File: src/rtl/xsimbus_master.sv
// xsimbus_master: XSimBus initiator; decodes a core load/store to one device and
// runs a SETUP / ACCESS / DONE bus cycle, returning ack, rdata and err to the core.
module xsimbus_master #(
   parameter int DATA_W      = 32,
   parameter int DEV_ADDR_W  = 8,
   parameter int NUM_DEV     = 4,
   parameter int WAIT_CYCLES = 1
) (
   input  logic                      clk,
   input  logic                      rst,
   input  logic                      core_req_in,
   input  logic                      core_we_in,
   input  logic [31:0]               core_addr_in,
   input  logic [DATA_W-1:0]         core_wdata_in,
   output logic                      core_ready_out,
   output logic                      core_ack_out,
   output logic [DATA_W-1:0]         core_rdata_out,
   output logic                      core_err_out,
   output logic [NUM_DEV-1:0]        bus_sel_out,
   output logic [DEV_ADDR_W-1:0]     bus_addr_out,
   output logic [DATA_W-1:0]         bus_data_out,
   output logic                      bus_rw_out,
   input  logic [NUM_DEV*DATA_W-1:0] bus_rdata_in
);
   localparam int IDX_W = $clog2(NUM_DEV);

   typedef enum logic [1:0] {IDLE, SETUP, ACCESS, DONE} state_t;

   state_t                state_q, state_d;
   logic [3:0]            cnt_q, cnt_d;
   logic                  we_q, we_d;
   logic [IDX_W-1:0]      idx_q, idx_d;
   logic                  ack_q, ack_d;
   logic                  err_q, err_d;
   logic [DATA_W-1:0]     rdata_q, rdata_d;
   logic [NUM_DEV-1:0]    sel_q, sel_d;
   logic [DEV_ADDR_W-1:0] baddr_q, baddr_d;
   logic [DATA_W-1:0]     bdata_q, bdata_d;
   logic                  rw_q, rw_d;
   logic [IDX_W-1:0]      idx_in;
   logic                  mapped;

   assign idx_in = core_addr_in[DEV_ADDR_W+IDX_W-1:DEV_ADDR_W];
   assign mapped = core_addr_in[31:DEV_ADDR_W+IDX_W] == '0;

   always_comb begin
      state_d = state_q;
      cnt_d   = cnt_q;
      we_d    = we_q;
      idx_d   = idx_q;
      ack_d   = 1'b0;
      err_d   = err_q;
      rdata_d = rdata_q;
      sel_d   = sel_q;
      baddr_d = baddr_q;
      bdata_d = bdata_q;
      rw_d    = rw_q;
      case (state_q)
         IDLE: if (core_req_in) begin
            we_d  = core_we_in;
            idx_d = idx_in;
            if (mapped) begin
               state_d = SETUP;
               sel_d   = NUM_DEV'(1) << idx_in;
               baddr_d = core_addr_in[DEV_ADDR_W-1:0];
               bdata_d = core_wdata_in;
               rw_d    = 1'b0;
            end else begin
               // unmapped: complete immediately without touching the bus
               state_d = DONE;
               ack_d   = 1'b1;
               err_d   = 1'b1;
               rdata_d = '0;
            end
         end
         SETUP: begin
            state_d = ACCESS;
            rw_d    = we_q;
            cnt_d   = 4'(WAIT_CYCLES);
         end
         ACCESS: if (cnt_q == 4'd0) begin
            state_d = DONE;
            sel_d   = '0;
            rw_d    = 1'b0;
            ack_d   = 1'b1;
            err_d   = 1'b0;
            rdata_d = we_q ? rdata_q : bus_rdata_in[idx_q*DATA_W +: DATA_W];
         end else begin
            cnt_d = cnt_q - 4'd1;
         end
         default: state_d = IDLE;
      endcase
   end

   always_ff @(posedge clk or negedge rst) begin
      if (!rst) begin
         state_q <= IDLE;
         cnt_q   <= '0;
         we_q    <= 1'b0;
         idx_q   <= '0;
         ack_q   <= 1'b0;
         err_q   <= 1'b0;
         rdata_q <= '0;
         sel_q   <= '0;
         baddr_q <= '0;
         bdata_q <= '0;
         rw_q    <= 1'b0;
      end else begin
         state_q <= state_d;
         cnt_q   <= cnt_d;
         we_q    <= we_d;
         idx_q   <= idx_d;
         ack_q   <= ack_d;
         err_q   <= err_d;
         rdata_q <= rdata_d;
         sel_q   <= sel_d;
         baddr_q <= baddr_d;
         bdata_q <= bdata_d;
         rw_q    <= rw_d;
      end
   end

   assign core_ready_out = state_q == IDLE;
   assign core_ack_out   = ack_q;
   assign core_rdata_out = rdata_q;
   assign core_err_out   = err_q;
   assign bus_sel_out    = sel_q;
   assign bus_addr_out   = baddr_q;
   assign bus_data_out   = bdata_q;
   assign bus_rw_out     = rw_q;
endmodule
File: config.mk
export PLATFORM = sky130hd
export DESIGN_NAME = xsimbus_master
export DESIGN_NICKNAME = d
export VERILOG_FILES = /design/src/rtl/xsimbus_master.sv
export SDC_FILE = /design/constraint.sdc
export NUM_CORES = 1
export LEC_CHECK = 0
export ABC_AREA = 0
export BUFFER_PORTS_ARGS = -buffer_cell sky130_fd_sc_hd__buf_2
export CORE_ASPECT_RATIO = 1.4
export CORE_MARGIN = 2
export CORE_UTILIZATION = 41
export CTS_BUF_LIST = sky130_fd_sc_hd__clkbuf_2 sky130_fd_sc_hd__clkbuf_4 sky130_fd_sc_hd__clkbuf_8
export DETAILED_ROUTE_END_ITERATION = 10
export PLACE_DENSITY = 0.75
export SLEW_MARGIN = 20
export SYNTH_ARGS = -nofsm -noshare
export SYNTH_HDL_FRONTEND = slang
export SYNTH_SLANG_ARGS = --single-unit
File: constraint.sdc
create_clock -name clk -period 1.6 [get_ports clk]
set_input_delay 0.24 -clock clk [delete_from_list [all_inputs] [get_ports clk]]
set_output_delay 0.24 -clock clk [all_outputs]
set_load 0.02 [all_outputs]
Word level (Yosys, flattened, before mapping)
Index checks and enable logic that the tools add are counted.
{ "totals": {"register_bits": 88, "in_bits": 196, "word_cells": 62} }
{ "op_classes": {"n_addsub": 1, "n_eq_ne": 8, "shifts": 2, "mux": 26, "n_reduce_logical": 14} }
{ "ops": {"columns": ["operator", "count"], "rows": [
  ["two-way mux 32 bit", 4],
  ["variable part select 128 x 8 -> 32 bit", 1],
  ["one-hot mux 32 bit (2 select lines)", 1],
  ["logical NOT 22 bit", 1],
  ["two-way mux 4 bit", 4],
  ["one-hot mux 4 bit (2 select lines)", 2],
  ["AND reduction 4 bit", 3],
  ["inequality test 2 bit, second input constant", 5],
  ["two-way mux 1 bit", 8],
  ["two-way mux 2 bit", 3],
  ["one-hot mux 2 bit (3 select lines)", 1],
  ["AND reduction 2 bit", 3],
  ["AND reduction 5 bit", 1],
  ["logical NOT 4 bit", 1],
  ["one-hot mux 1 bit (2 select lines)", 2],
  ["nonzero test 2 bit", 2],
  ["left shift 1 x 2 -> 4 bit, first input constant", 1],
  ["subtractor 4 x 1 -> 4 bit, second input constant", 1],
  ["one-hot mux 1 bit (3 select lines)", 1],
  ["AND reduction 3 bit", 1],
  ["nonzero test 3 bit", 1],
  ["equality test 2 x 1 -> 1 bit, second input constant", 1],
  ["equality test 2 bit, second input constant", 1],
  ["logical NOT 2 bit", 1],
  ["inequality test 2 x 1 -> 1 bit, second input constant", 1]
]} }

Depth between registers and ports, before layout
Gate-level depths: netlist of run 1.
{ "logic_depth": {"word_depth": 4, "ltp_mapped": 8, "ltp_nobuf": 7} }

Least setup slack after synthesis of run 1
OpenSTA, ideal clock, no wires.
{ "synth_path": {"kind": "reg2reg", "from": "register state_q[0]", "to": "register rdata_q[10], in the netlist core_rdata_out[10]", "setup_ns": 0.125, "arrival_ns": 1.718, "required_ns": 1.475, "setup_slack_ns": -0.243, "stages_incl_launch_ff": 9, "n_path_buf": 1, "period_less_slack_ns": 1.843, "path_cell_list": "dfrtp_1 > inv_1 > ha_1 > or2_2 > o211a_1 > o21a_1 > buf_2 > nand3_1 > nand3_1"} }
{ "synth_via": {"elab_chain_cells": 3, "word_cells_on_any_way": 9, "classes_between": "eq/ne: 5; mux: 1; reduce/logical: 3"} }
{ "synth_lines": {"columns": ["element", "line", "source"], "rows": [
  ["start, declared", "29", "state_t state_q, state_d;"],
  ["start signal, assigned", "109", "state_q <= state_d;"],
  ["logical NOT 2 bit *", null, null],
  ["named net core_ready_out", "15", "output logic core_ready_out,"],
  ["inequality test 2 bit (no line) / nonzero test 2 bit (equally long branches)", null, null],
  ["AND reduction 5 bit (no line)", null, null],
  ["end signal, assigned", "115", "rdata_q <= rdata_d;"],
  ["end, declared", "35", "logic [DATA_W-1:0] rdata_q, rdata_d;"]
]} }
Mark *: on every way through the listed nets, which the timed path passes. The rest lies on a longest branch.
A chain may end at the register's enable or synchronous reset.

Worst setup path after layout of run 1
{ "layout_path": {"from": "register state_q[1]", "to": "register bdata_q[14], in the netlist bus_data_out[14]"} }
{ "layout_via": {"elab_chain_cells": 2} }
{ "layout_lines": {"columns": ["element", "line", "source"], "rows": [
  ["logical NOT 2 bit", "58", "case (state_q)"],
  ["AND reduction 3 bit (no line)", null, null],
  ["end signal, assigned", "118", "bdata_q <= bdata_d;"],
  ["end, declared", "38", "logic [DATA_W-1:0] bdata_q, bdata_d;"]
]} }
Every way passes these cells.

==> results of run 1 <==
## critical path, delay by kind of cell (launching register included)
| kind | cells | cell delay [ps] |
|---|---|---|
| buffers and inverters | 2 | 280 |
| adder cells (fa/ha/maj) | 1 | 170 |
| AND/OR/NAND/NOR | 3 | 420 |
| flip-flops | 1 | 420 |
| multiplexers | 1 | 280 |
## timing repair
action | in CTS | in global routing
gates cloned | 1 | 6
resized for setup | 16 | 15
pin swaps | 4 | 9
hold buffers | 1 | 0
endpoints found under the setup margin | 38 | 80
hold endpoints to repair | 88 | 0
buffers inserted | 6 | 3
## layer usage
layer / vias to the layer above / GRT usage, % / wire [um] / part of all wire [%]
met5: - / 0 / 0 / 0
met4: 0 / 9.89 / 539 / 3.6
met3: 33 / 3.08 / 1020 / 6.9
met2: 239 / 43.1 / 8130 / 55
met1: 2114 / 25.2 / 5090 / 34
li1: 2035 / - / - / -
## cell usage in the layout (no fill, tap or decap), types with 7 or more instances in the layout
| cell type | instances |
|---|---|
| buf_2 | 274 |
| dfrtp_1 | 87 |
| nand2_1 | 74 |
| nand3_1 | 63 |
| mux2_2 | 43 |
| mux4_2 | 32 |
| buf_4 | 26 |
| clkbuf_8 | 9 |
| buf_12 | 9 |
| nor4_1 | 7 |
## stage by stage
stage                     power [mW]  setup slack [ps]  area [um2]  hold WS [ps]
after global placement          7.56              -191        6340           309
after detailed placement        7.66              -224        6340           320
final                           10.2             -89.2        6940           102
after floorplan                 6.12             -18.0        4650         -55.6
after CTS                       10.1             -66.5        6740          81.9
after global routing            10.9              -166        6940          88.2
## sequential cells by signal (all words and copies together), names as in the netlist
signal and count:
bus_addr_out 8, cnt_q 4, state_q 2, idx_q 2, core_rdata_out 32, bus_rw_out 1, bus_sel_out 4, bus_data_out 32
we_q 1, core_ack_out 1, core_err_out 1
## cells by family (layout without fill, tap and decap cells)
| logic type | count (synthesis) | after routing | synth area share, % |
|---|---|---|---|
| other | 0 | 1 | 0 |
| adder cells (fa/ha/maj) | 6 | 6 | 1.63 |
| multiplexers | 79 | 79 | 27.1 |
| buffers and inverters | 33 | 340 | 3.56 |
| AO/OA/AOI/OAI | 16 | 16 | 2.34 |
| flip-flops | 88 | 88 | 47.8 |
| AND/OR/NAND/NOR | 172 | 172 | 17.5 |
## final cells by class
| class | instances | share of cell area, % |
|---|---|---|
| well taps | 141 | 2.54 |
| diodes | 1 | 0.0360 |
| clock inverters | 7 | 1.80 |
| repair buffers | 317 | 27.3 |
| inverters | 7 | 0.379 |
| multi-input cells | 273 | 34.4 |
| clock buffers | 9 | 1.78 |
| flip-flops and latches | 88 | 31.7 |
## power by group
part	total (mW)	switching [mW]	internal [mW]	leakage, nW
Sequential	2.83	0.257	2.57	1.19
Combinational	5.47	2.75	2.73	2.43
Clock	1.89	0.841	1.05	0.124
## final timing paths
check / end / cells past startpoint / slack, ps
setup reg to reg: bus_data_out[14] / 7 / -90
hold / removal: bus_data_out[30] / 2 / 100
min in group asynchronous: bus_data_out[21] / 3 / 430
hold reg to reg: core_err_out / 2 / 490
max in group asynchronous: idx_q[0] / 3 / 740
setup / recovery: bus_data_out[14] / 7 / -90
==> flow_summary_export.csv, run 1 <==
group,metric,value,unit
worst_setup_path,cp_slowest_cell,"dfrtp_1",
timing,drv_slew,0,
worst_hold_path,hold_start,"core_wdata_in[30]",
die,start_util,42.2,%
timing,max_freq,592,MHz
timing,relSlewSlack,67.2,%
timing,worstMarginPinSlew,492,ps
global_route,grtUsageTotal,22.8,%
detailed_routing,vias,4421,
synth,ys_top_cells_by_area,"dfrtp_1 (48%), mux4_2 (16%), mux2_2 (11%), nand3_1 (7.3%), nand2_1 (6.2%)",
timing,clock_skew,12.9,ps
finish,drive_gt1_share,62.8,%
clock_tree,cts_buffers,9,
finish,areaGrowthSynthToFinish,50.8,%
pwr,power.density,1470,nW/um2
global_route,grt_max_degree,89,
run,cap_viol_max_count,0,
global_route,grt_remaining_overflow,0,
synth,yosys_warnings,0,
worst_setup_path,r2r-start,"state_q[1]",
synth,synth_edf_count,0,
die,die_w,93.6,um
synth,synth_cell_types,35,
outcome,status,"complete, but fails checks",
timing,rsz0062_at_grt,"yes",
timing,post-route-min-period,1690,ps
clock_tree,path_clk_slew,100,ps
synth,syn_area_per_cell,11.7,um2
clock_tree,cts_buffer_depth,2,
finish,final_util,63.6,%
worst_setup_path,path_max_fanout,10,
clock_tree,cts_root_buf,"clkbuf_8",
clock_tree,clock-sinks,88,
worst_hold_path,hp-class,"in -> reg",
synth,yosysTopAreaCellShare,47.8,%
worst_setup_path,cp.required,1850,ps
finish,multi_input_area,2390,um2
die,fp.dieH,129,um
worst_setup_path,slowest_delay,420,ps
synth,synthArstFlopShare,100,%
synth,yosysTopAreaCell,"dfrtp_1",
clock_tree,cts_tree,"yes",
timing,hold_violations,0,
placement,dp_cells,809,
synth,ys_seq_elements,88,
pwr,ir_drop,752,uV
worst_setup_path,criticalPathCategory,"reg -> reg",
finish,nNetsFinal,898,
worst_setup_path,cp_cell_sequence,"inv_2 -> ha_4 -> nand3_1 -> nor2_2 -> nand2_4 -> buf_12 -> mux2_2",
detailed_routing,ant_nets,0,
timing,fin_setup_tns,-3750,ps
finish,fillers,860,
synth,synthTopCellsByCount,"dfrtp_1 (88), nand2_1 (76), nand3_1 (67), mux2_2 (46), mux4_2 (32)",
die,dieArea,12100,um2
die,io_pins,276,
clock_tree,htree_levels,3,
outcome,violations,"setup timing",
placement,place_congestion,0.788,
global_route,grt_pass1_wl,21100,um
die,core_area,10900,um2
finish,final_cells,843,
detailed_routing,viasPerCell,5.24,
worst_setup_path,setup.worst_path.start,"state_q[1]",
pwr,leakage,3.74,nW
synth,synth_fp_nets,596,
global_route,antenna_found_initial,1,
timing,finalSetupViolations,76,
detailed_routing,wirelength,14800,um
placement,io_buffer_count,275,
global_route,grt_pass1_vias,4445,
synth,ys.flop_type,"dfrtp_1",
clock_tree,worstSkewPairLatency,370,ps
placement,hpwl,10700,um
synth,syn-instance-count,394,
detailed_routing,drtPass1Iterations,4,
worst_setup_path,cp-start-kind,"flip-flop",
die,core.rowCount,45,
detailed_routing,drc_errors,0,
worst_setup_path,worstPathArrival,1930,ps
synth,ys_seq_area_share,47.8,%
detailed_routing,drt_iter0_drc,144,
detailed_routing,post_drt_wl_per_cell,17.5,um
timing,finalWorstSetupSlack,-89.2,ps
finish,seq_area,2200,um2
worst_setup_path,critPathCaptureType,"flip-flop",
synth,yosysMostFrequentCell,"dfrtp_1",
timing,fin_crit_sh,106,%
synth,mappedNetlistArea,4600,um2
Note: power is estimated with default switching activity, not from simulation.
==> inputs of run 2 (changes only) <==
==> constraint.sdc (replaced) <==
create_clock -name clk -period 1.6 [get_ports clk]
set_input_delay 0.24 -clock clk [delete_from_list [all_inputs] [get_ports clk]]
set_output_delay 0.24 -clock clk [all_outputs]
set_load 0.005 [all_outputs]
==> flow_summary_export.csv, run 2 (same netlist as run 1, synthesis figures left out) <==
group,metric,value,unit
global_route,antenna_found_initial,0,
die,io_pins,276,
finish,nNetsFinal,908,
clock_tree,htree_levels,3,
timing,worstMarginPinSlew,581,ps
die,fp.dieH,129,um
finish,fillers,825,
run,cap_viol_max_count,0,
clock_tree,clock-sinks,88,
pwr,power,10.9,mW
clock_tree,worstSkewPairLatency,360,ps
finish,areaGrowthSynthToFinish,59.5,%
global_route,use_met1,25.5,%
die,die_w,93.6,um
clock_tree,path_clk_slew,100,ps
worst_setup_path,path_max_fanout,6,
die,core.rowCount,45,
worst_setup_path,critPathCaptureType,"flip-flop",
die,core_area,10900,um2
worst_setup_path,criticalPathCategory,"reg -> reg",
clock_tree,cts_tree,"yes",
worst_setup_path,r2r-start,"state_q[1]",
timing,max_freq,565,MHz
pwr,ir_drop,664,uV
detailed_routing,drt_iter0_drc,132,
detailed_routing,drc_errors,0,
global_route,grt_max_degree,35,
timing,post-route-min-period,1770,ps
timing,rsz0062_at_grt,"yes",
global_route,grt-busiest-layer,"met2",
worst_setup_path,setup.worst_path.start,"state_q[1]",
placement,place_congestion,0.784,
detailed_routing,post_drt_wl_per_cell,17.8,um
timing,relSlewSlack,60.9,%
global_route,grt_pass1_vias,4600,
detailed_routing,vias,4511,
timing,clock_skew,8.11,ps
global_route,use_met2,45.5,%
finish,fin_area,7340,um2
global_route,grt_pass1_wl,21900,um
placement,hpwl,10800,um
global_route,grt_remaining_overflow,0,
timing,fin_crit_sh,111,%
global_route,grtUsageTotal,23.3,%
clock_tree,cts_buffers,9,
placement,io_buffer_count,275,
outcome,violations,"setup timing",
timing,finalSetupViolations,78,
die,start_util,42.2,%
pwr,power.density,1480,nW/um2
die,dieArea,12100,um2
detailed_routing,wirelength,15200,um
clock_tree,cts_buffer_depth,2,
placement,place_area,6400,um2
global_route,use_met3,4.65,%
timing,finalWorstSetupSlack,-171,ps
timing,fin_setup_tns,-11100,ps
worst_setup_path,cp-start-kind,"flip-flop",
placement,pre_cts_ws,-204,ps
finish,final_cell_mix,"buf_2 (274), dfrtp_1 (87), nand2_1 (48)",
timing,drv_slew,0,
worst_hold_path,hold_start,"core_wdata_in[7]",
worst_hold_path,hp-class,"in -> reg",
finish,n_antenna_cell,0,
outcome,status,"complete, but fails checks",
detailed_routing,drtPass1Iterations,4,
timing,hold_violations,0,
clock_tree,cts_root_buf,"clkbuf_8",
worst_setup_path,cp.required,1900,ps
finish,final_common_cell,"buf_2",
pwr,leakage,3.99,nW
detailed_routing,ant_nets,0,
worst_setup_path,worstPathArrival,2070,ps
finish,final_util,67.2,%
finish,drive_gt1_share,71.6,%
detailed_routing,viasPerCell,5.29,
-- run 2: repair_timing --
action	CTS	global route
pin swaps	15	33
endpoints found under the hold margin	22	0
hold buffers	1	0
resized for setup	44	58
setup endpoints to repair	67	78
cloned	4	6
buffers inserted	2	7
-- run 2: power by group --
part,leakage (nW),internal [mW],switching [mW]
combinational,2.71,3.53,3.04
clock,0.0867,0.595,0.880
sequential,1.19,2.57,0.290
-- run 2: final cells by class --
type,count,area (um2),area share (%)
Multi-Input combinational cell,273,2660,36.3
Sequential cell,88,2200,30.0
Timing Repair Buffer,327,2080,28.4
Tap cell,141,176,2.40
Clock buffer,9,124,1.69
Clock inverter,7,67.6,0.920
Inverter,7,26.3,0.358
-- run 2: worst paths after layout --
path                       depth (start not counted)           endpoint  slack [ps]
setup reg to reg                                  10  core_rdata_out[7]        -170
max in group asynchronous                          3           idx_q[0]         760
hold / removal                                     2    bus_data_out[7]         100
setup / recovery                                  10  core_rdata_out[7]        -170
min in group asynchronous                          2    bus_data_out[3]         320
hold reg to reg                                    1    bus_addr_out[1]         510
-- run 2: metrics by stage --
step | cells | hold WS, ps
after detailed placement | 816 | 162
after floorplan | 394 | -55.6
final | 852 | 98.4
after global routing | 852 | 78.7
after CTS | 839 | 79.6
after global placement | 816 | 159
-- run 2: layer usage --
layer  routed length [um]  vias up
li1                     -     2056
met1                 5280     2193
met2                 8530      237
met3                 1080       25
met4                  319        0
met5                    0        -
-- run 2: critical path: stages, from the launching register on --
cell       delay [ps]
dfrtp_1           430
inv_2              80
ha_4              190
or2_4             240
o211a_4           150
buf_6             120
o21ai_4            60
buf_12            160
clkbuf_16         170
nand2_2            60
nand3_2            50
==> inputs of run 3 (changes only) <==
--- a/config.mk
+++ b/config.mk
@@ -17,3 +17,4 @@
 export SYNTH_ARGS = -nofsm -noshare
 export SYNTH_HDL_FRONTEND = slang
 export SYNTH_SLANG_ARGS = --single-unit
+export TNS_END_PERCENT = 1
==> flow_summary_export.csv, run 3 (same netlist as run 1, synthesis figures left out) <==
group,metric,value,unit
outcome,status,"complete, but fails checks",
outcome,violations,"setup timing",
die,die_w,93.6,um
global_route,grt_max_degree,50,
finish,drive_gt1_share,61.9,%
timing,clock_skew,9.73,ps
timing,relSlewSlack,70.3,%
pwr,p_sw_share,36.8,%
run,cap_viol_max_count,0,
detailed_routing,drtPass1Iterations,4,
detailed_routing,ant_nets,0,
timing,finalSetupViolations,77,
worst_setup_path,cp.required,1900,ps
detailed_routing,drt_iter0_drc,170,
global_route,grtUsageTotal,22.9,%
worst_setup_path,criticalPathCategory,"reg -> reg",
detailed_routing,post_drt_wl_per_cell,17.6,um
clock_tree,cts_root_buf,"clkbuf_8",
timing,max_freq,563,MHz
detailed_routing,wirelength,14800,um
timing,drv_slew,0,
timing,finalWorstSetupSlack,-175,ps
finish,final_common_cell,"buf_2",
global_route,grt_pass1_vias,4351,
die,fp.dieH,129,um
worst_setup_path,cp_common_cell,"nand3_1",
detailed_routing,viasPerCell,5.27,
finish,fillers,867,
global_route,grt_remaining_overflow,0,
placement,io_buffer_count,275,
clock_tree,path_clk_slew,90,ps
finish,nNetsFinal,896,
timing,worstMarginPinSlew,441,ps
clock_tree,worstSkewPairLatency,360,ps
die,io_pins,276,
placement,hpwl,10900,um
worst_setup_path,cp-start-kind,"flip-flop",
worst_setup_path,cp_slowest_cell,"dfrtp_1",
worst_setup_path,path_max_fanout,8,
timing,rsz0062_at_grt,"yes",
finish,areaGrowthSynthToFinish,49.8,%
detailed_routing,drc_errors,0,
pwr,p_switching,3.85,mW
placement,place_congestion,0.814,
global_route,antenna_found_initial,2,
timing,fin_setup_tns,-11760,ps
die,dieArea,12100,um2
die,start_util,42.2,%
worst_setup_path,worstPathArrival,2070,ps
finish,final_cell_mix,"buf_2 (274), dfrtp_1 (87), nand2_1 (76)",
pwr,ir_drop,891,uV
pwr,power.density,1520,nW/um2
clock_tree,cts_buffer_depth,2,
pwr,power,10.5,mW
die,core_area,10900,um2
pwr,internal_power,6.61,mW
worst_setup_path,critPathCaptureType,"flip-flop",
detailed_routing,vias,4438,
worst_setup_path,cp_cell_sequence,"inv_2 -> ha_4 -> nor3b_4 -> o211a_1 -> buf_6 -> o21a_4 -> clkbuf_16 -> nand3_1 -> nand3_1",
worst_setup_path,cp_top_family,"compound AO/OA/AOI/OAI gates",
clock_tree,htree_levels,3,
pwr,pwr-share-comb,56.2,%
pwr,pwr-share-seq,27.2,%
worst_setup_path,worst-path-buf-inv,3,
timing,hold_violations,0,
worst_hold_path,hp-class,"in -> reg",
clock_tree,clock-sinks,88,
clock_tree,cts_buffers,9,
timing,fin_crit_sh,111,%
pwr,p_clk_share,16.6,%
global_route,grt_pass1_wl,21200,um
die,core.rowCount,45,
clock_tree,cts_tree,"yes",
worst_setup_path,slowest_delay,400,ps
pwr,leakage,3.72,nW
timing,post-route-min-period,1780,ps
run 3: worst reg2reg max path: stages, from the launching register on:
cell and delay (ps):
dfrtp_1 400, inv_2 90, ha_4 140, nor3b_4 210, o211a_1 200, buf_6 110
o21a_4 210, clkbuf_16 200, nand3_1 70, nand3_1 80
run 3: what timing repair did:
action	CTS	global route
buffers inserted	6	1
endpoints found under the hold margin	14	0
pin swaps	8	22
cloned	3	2
hold buffers	1	0
setup endpoints to repair	39	81
resized for setup	19	7
run 3: metrics by stage:
stage	worst slack (ps)	cells	util [%]	hold slack, ps	area, um2
finish	-175	842	63.2	108	6900
global route	-255	840	63.1	88.8	6890
CTS	-151	837	62.3	85.9	6800
detailed placement	-176	811	58.3	115	6360
global placement	-179	811	58.3	112	6360
floorplan	-43.2	394	-	-55.6	4640
run 3: path summary, 6_finish.rpt:
check / depth (start not counted) / slack, ps / to / from
max: 9 / -180 / core_rdata_out[26] / cnt_q[1]
min: 2 / 110 / bus_data_out[29] / core_wdata_in[29]
max reg2reg: 9 / -180 / core_rdata_out[26] / cnt_q[1]
min reg2reg: 2 / 490 / core_err_out / core_err_out
max in group asynchronous: 3 / 720 / core_rdata_out[29] / rst
min in group asynchronous: 2 / 290 / core_rdata_out[19] / rst
run 3: cell type report:
cell class	count	area (um2)	share of cell area (%)
clock buffer	9	124	1.80
inverter	7	26.3	0.381
tap	141	176	2.56
antenna	2	5.00	0.0726
clock inverter	7	103	1.49
timing repair buffer	315	1900	27.5
multi-input combinational	273	2360	34.3
sequential	88	2200	31.9
run 3: routing by layer:
layer | up-vias | routed length [um] | global-route usage, %
li1 | 2031 | - | -
met1 | 2114 | 5220 | 24.3
met2 | 267 | 8030 | 43.2
met3 | 26 | 1340 | 5.99
met4 | 0 | 258 | 8.61
met5 | - | 0 | 0
run 3: power groups by stage:
| stage | combinational, mW | clock, mW | sequential, mW |
|---|---|---|---|
| 2_1_floorplan | 2.98 | 0 | 2.83 |
| 3_3_place_gp | 4.46 | 0 | 2.85 |
| 3_5_place_dp | 4.59 | 0 | 2.86 |
| 4_1_cts | 5.54 | 1.78 | 2.84 |
| 5_1_grt | 6.31 | 1.87 | 2.89 |
| 6_report | 5.88 | 1.74 | 2.84 |
